==> src/rtl/div_seq.sv <==
// div_seq: multi-cycle radix-2 restoring divider, signed or unsigned per operation.
// One quotient bit per cycle on operand magnitudes. The signs are applied in a final fix-up cycle.
// Ports:
//   clk, reset_n   rising-edge clock, asynchronous active-low reset
//   start          one-cycle request, accepted only while busy=0
//   signed_op      1 = two's-complement divide, 0 = unsigned (sampled with start)
//   A, B           dividend / divisor (sampled with start)
//   busy           high from the accepted start through the done cycle
//   done           one-cycle pulse when Y and V are valid
//   V              divide-by-zero or signed-overflow flag, held until the next operation
//   Y              {remainder, quotient}
module div_seq #(
  parameter int unsigned WIDTH = 32,
  parameter int unsigned CW    = $clog2(WIDTH + 1)
) (
  input  logic                 clk,
  input  logic                 reset_n,
  input  logic                 start,
  input  logic                 signed_op,
  input  logic [WIDTH-1:0]     A,
  input  logic [WIDTH-1:0]     B,
  output logic                 busy,
  output logic                 done,
  output logic                 V,
  output logic [2*WIDTH-1:0]   Y
);

  localparam logic [WIDTH-1:0] MIN_NEG = {1'b1, {(WIDTH-1){1'b0}}};

  typedef enum logic [1:0] {IDLE, CALC, FIX, DONE} state_t;

  state_t           state;
  logic             sop_r;
  logic [WIDTH-1:0] a_r;
  logic [WIDTH-1:0] b_r;
  logic [WIDTH-1:0] bmag;
  logic [WIDTH-1:0] rem;
  logic [WIDTH-1:0] quo;
  logic             qsign;
  logic             rsign;
  logic [CW-1:0]    cnt;

  // Operand magnitudes at the moment start is accepted
  logic [WIDTH-1:0] a_mag_c;
  logic [WIDTH-1:0] b_mag_c;
  assign a_mag_c = (signed_op && A[WIDTH-1]) ? (~A + WIDTH'(1)) : A;
  assign b_mag_c = (signed_op && B[WIDTH-1]) ? (~B + WIDTH'(1)) : B;

  // Shifted partial remainder and trial subtract, one extra bit for the borrow
  logic [WIDTH:0] shift_c;
  logic [WIDTH:0] diff_c;
  assign shift_c = {rem, quo[WIDTH-1]};
  assign diff_c  = shift_c - {1'b0, bmag};

  // Sign fix-up and the single signed overflow case (MIN / -1)
  logic [WIDTH-1:0] q_fix_c;
  logic [WIDTH-1:0] r_fix_c;
  logic             ovf_c;
  assign q_fix_c = qsign ? (~quo + WIDTH'(1)) : quo;
  assign r_fix_c = rsign ? (~rem + WIDTH'(1)) : rem;
  assign ovf_c   = sop_r && (a_r == MIN_NEG) && (b_r == '1);

  // Control FSM and datapath registers
  always_ff @(posedge clk or negedge reset_n) begin
    if (!reset_n) begin
      state <= IDLE;
      busy  <= 1'b0;
      done  <= 1'b0;
      V     <= 1'b0;
      Y     <= '0;
      sop_r <= 1'b0;
      a_r   <= '0;
      b_r   <= '0;
      bmag  <= '0;
      rem   <= '0;
      quo   <= '0;
      qsign <= 1'b0;
      rsign <= 1'b0;
      cnt   <= '0;
    end else begin
      case (state)
        IDLE: begin
          if (start) begin
            sop_r <= signed_op;
            a_r   <= A;
            b_r   <= B;
            busy  <= 1'b1;
            if (B == '0) begin
              // Divide-by-zero answers immediately without iterating
              Y     <= '1;
              V     <= 1'b1;
              done  <= 1'b1;
              state <= DONE;
            end else begin
              quo   <= a_mag_c;
              bmag  <= b_mag_c;
              rem   <= '0;
              rsign <= signed_op & A[WIDTH-1];
              qsign <= signed_op & (A[WIDTH-1] ^ B[WIDTH-1]);
              cnt   <= CW'(WIDTH);
              state <= CALC;
            end
          end
        end
        CALC: begin
          // Dividend bits shift out of quo as quotient bits shift in
          if (!diff_c[WIDTH]) begin
            rem <= diff_c[WIDTH-1:0];
            quo <= {quo[WIDTH-2:0], 1'b1};
          end else begin
            rem <= shift_c[WIDTH-1:0];
            quo <= {quo[WIDTH-2:0], 1'b0};
          end
          cnt <= cnt - CW'(1);
          if (cnt == CW'(1)) begin
            state <= FIX;
          end
        end
        FIX: begin
          Y     <= {r_fix_c, q_fix_c};
          V     <= ovf_c;
          done  <= 1'b1;
          state <= DONE;
        end
        DONE: begin
          done  <= 1'b0;
          busy  <= 1'b0;
          state <= IDLE;
        end
        default: state <= IDLE;
      endcase
    end
  end

endmodule
==> config.mk <==
export PLATFORM = sky130hd
export DESIGN_NAME = div_seq
export DESIGN_NICKNAME = d
export VERILOG_FILES = /design/src/rtl/div_seq.sv
export SDC_FILE = /design/constraint.sdc
export NUM_CORES = 1
export LEC_CHECK = 0
export BUFFER_PORTS_ARGS = -buffer_cell sky130_fd_sc_hd__buf_4
export CAP_MARGIN = 10
export CELL_PAD_IN_SITES_DETAIL_PLACEMENT = 0
export CELL_PAD_IN_SITES_GLOBAL_PLACEMENT = 1
export CORE_UTILIZATION = 30
export DETAILED_ROUTE_END_ITERATION = 7
export PLACE_DENSITY = 0.66
export SLEW_MARGIN = 10
export SYNTH_ARGS = -nofsm -noshare
export SYNTH_HDL_FRONTEND = slang
export SYNTH_SLANG_ARGS = --single-unit
==> constraint.sdc <==
create_clock -name clk -period 5.9 [get_ports clk]
set_clock_uncertainty 0.15 [all_clocks]
set_input_delay 1.18 -clock clk [delete_from_list [all_inputs] [get_ports clk]]
set_output_delay 1.18 -clock clk [all_outputs]
set_load 0.005 [all_outputs]
==> metrics.yaml <==
antennaDiodeCount: 0
dieArea_mm2: 0.0464
reg2reg_depth: 12
drv_cap: 0
path_buf_inv: 1
ys_types: 67
grt_pass1_vias: 10800
drcViolationCount: 0
cpMaxStageDelayCell: "a2111oi_0"
io_pins: 135
synth_top_area_share_pct: 43.5
finalCriticalPeriod_ns: 4.58
wl_met2_mm: 16.5
cpMostUsedCell: "nand3_1"
start_util_pct: 30.7
slew_violations: 0
clock_path_buffers: 3
final_cell_area_mm2: 0.0162
synth_area_leaders: "dfrtp_1 (44%), xor2_1 (5.3%), mux2_2 (4.6%)"
routed.top_layer: "met4"
rsz0062_at_grt: "false"
critPathTopFamily: "compound AO/OA/AOI/OAI gates"
clock_sink_count: 238
power_leakage_nw: 6.98
final_antenna_net_count: 0
synthCells: 1473
status: "completed"
synth_edf_count: 0
whs_path_depth: 2
final_cells: 2181
cp.depth: 12
finalSetupViolCount: 0
gr-total-overflow: 0
post-place-ws_ns: 0.850
syn_nets: 1584
slew_headroom_pct: 21.2
yosysTopAreaCell: "dfrtp_1"
cts.repair.resized: 0
path_class: "reg -> reg"
grt_max_degree: 122
timing.hold.ws_ns: 0.331
clock_latency_ns: 0.55
post-route-period-util_pct: 77.7
viasPerCell: 5.03
worst_pin_slew_ns: 1.18
path_cells: "ha_1 > fa_1 > nor2b_1 > o31a_1 > o41a_1 > a31oi_1 > a2111oi_0 > o21ai_1 > xnor2_2 > buf_4 > nand3_1 > nand3_1"
wl_met1_mm: 20.0
endpoint_kind: "register"
finalSetupTns_ns: 0
fmax_mhz: 218
routed_wl_mm: 38.9
io_buffers: 134
ys_ff_latch: 238
final_cell_mix: "dfrtp_1 (238), nor2_1 (155), buf_4 (146)"
syn_area_per_cell_um2: 9.29
ys_warn_count: 0
dpl_cell_area_mm2: 0.0153
die_h_um: 216
critPathMaxFanout: 17
cts_buffers: 27
cp.arrival_ns: 4.93
ctsHoldBuffers: 0
final_common_cell: "dfrtp_1"
grt.total_usage_pct: 16.7
setup_slack_ns: 1.32
ys_seq_area_share_pct: 43.5
die_x_um: 216
core_area_mm2: 0.0446
critPathMaxStageDelay_ns: 0.86
power_mw: 8.00
antenna_found_initial: 0
drive_gt1_share_pct: 17.2
clockRootBuffer: "clkbuf_16"
rows: 77
cts_setup_buffers: 0
dp_hpwl_mm: 29.5
dr.pass1.iters: 5
required_ns: 6.24
htree_levels: 1
wl_per_cell_um: 17.8
fin_util_pct: 36.4
wl_met3_mm: 1.62
ys.flop_type: "dfrtp_1"
syn-cell-area_mm2: 0.0137
num_vias: 11000
final_nets: 1679
grt_pass1_wl_mm: 62.3
hold_violations: 0
path_clk_slew_ns: 0.06
min_path_type: "reg -> reg"
start_kind: "register"
syn_to_final_growth_pct: 18.8
dp_cells: 2130
p_per_area_mw_per_mm2: 492
max-vdd-ir-drop_mv: 0.283
cts_tree: "yes"
ys_async_sr_fraction_pct: 100
drt_first_iter_violations: 593
globalplace.congestion: 0.854
[path summary, 6_finish.rpt]
| check | endpoint | slack [ns] | from |
|---|---|---|---|
| worst max register to register | rem[11]$_DFFE_PN0P_ | 1.32 | bmag[0]$_DFFE_PN0P_ |
| worst min register to register | bmag[21]$_DFFE_PN0P_ | 0.33 | bmag[21]$_DFFE_PN0P_ |
| worst max-delay path | rem[11]$_DFFE_PN0P_ | 1.32 | bmag[0]$_DFFE_PN0P_ |
| worst min-delay path | bmag[21]$_DFFE_PN0P_ | 0.33 | bmag[21]$_DFFE_PN0P_ |
| max in group asynchronous | Y[42]$_DFFE_PN0P_ | 3.88 | reset_n |
| min in group asynchronous | a_r[9]$_DFFE_PN0P_ | 0.55 | reset_n |
[where the power goes]
group	total (mW)	internal, mW	switching, mW	leakage (nW)
clock	1.81	1.11	0.700	0.469
sequential	2.79	2.28	0.510	2.73
combinational	3.40	1.47	1.93	3.78
total	8.00	4.86	3.14	6.98
[Yosys cell counts, types with 30 or more instances]
| master | number |
|---|---|
| a31oi_1 | 70 |
| o21ai_0 | 77 |
| nor2_1 | 155 |
| nand3_1 | 73 |
| clkbuf_1 | 67 |
| inv_1 | 55 |
| dfrtp_1 | 238 |
| o31ai_1 | 30 |
| xor2_1 | 82 |
| xnor2_1 | 71 |
| nand2_1 | 107 |
| mux2_2 | 56 |
| ha_1 | 42 |
| a21oi_1 | 88 |
[cells by family after synthesis]
kind of cell | synth area share (%)
AND/OR/NAND/NOR | 15.9
AO/OA/AOI/OAI | 17.9
flip-flops | 43.5
XOR/XNOR | 9.80
buffers and inverters | 3.91
multiplexers | 4.98
adder cells (fa/ha/maj) | 3.99
[sequential cells by signal (all words and copies together) (netlist names)]
name   count
quo       32
done       1
sop_r      1
rem       32
V          1
bmag      32
busy       1
Y         64
a_r       32
qsign      1
rsign      1
b_r       32
cnt        6
state      2
[worst register-to-register path, stage by stage, from the launching register on]
cell	delay (ns)
dfrtp_1	0.46
ha_1	0.27
fa_1	0.40
nor2b_1	0.17
o31a_1	0.18
o41a_1	0.26
a31oi_1	0.20
a2111oi_0	0.86
o21ai_1	0.32
xnor2_2	0.74
buf_4	0.31
nand3_1	0.10
nand3_1	0.10
[cell type report]
| class | count | area, um^2 |
|---|---|---|
| fill | 4531 | 28400 |
| multi-input combinational | 1097 | 7240 |
| sequential | 238 | 5960 |
| inverter | 55 | 206 |
| clock inverter | 15 | 209 |
| tap | 592 | 741 |
| clock buffer | 35 | 746 |
| timing repair buffer | 149 | 1150 |
[routing by layer]
metal / vias up / global-route usage, %
met4: 0 / 4.23
met2: 198 / 24.9
met5: - / 0
met1: 5245 / 25.0
met3: 41 / 2.51
li1: 5492 / -
(Power assumes the default switching activity.)
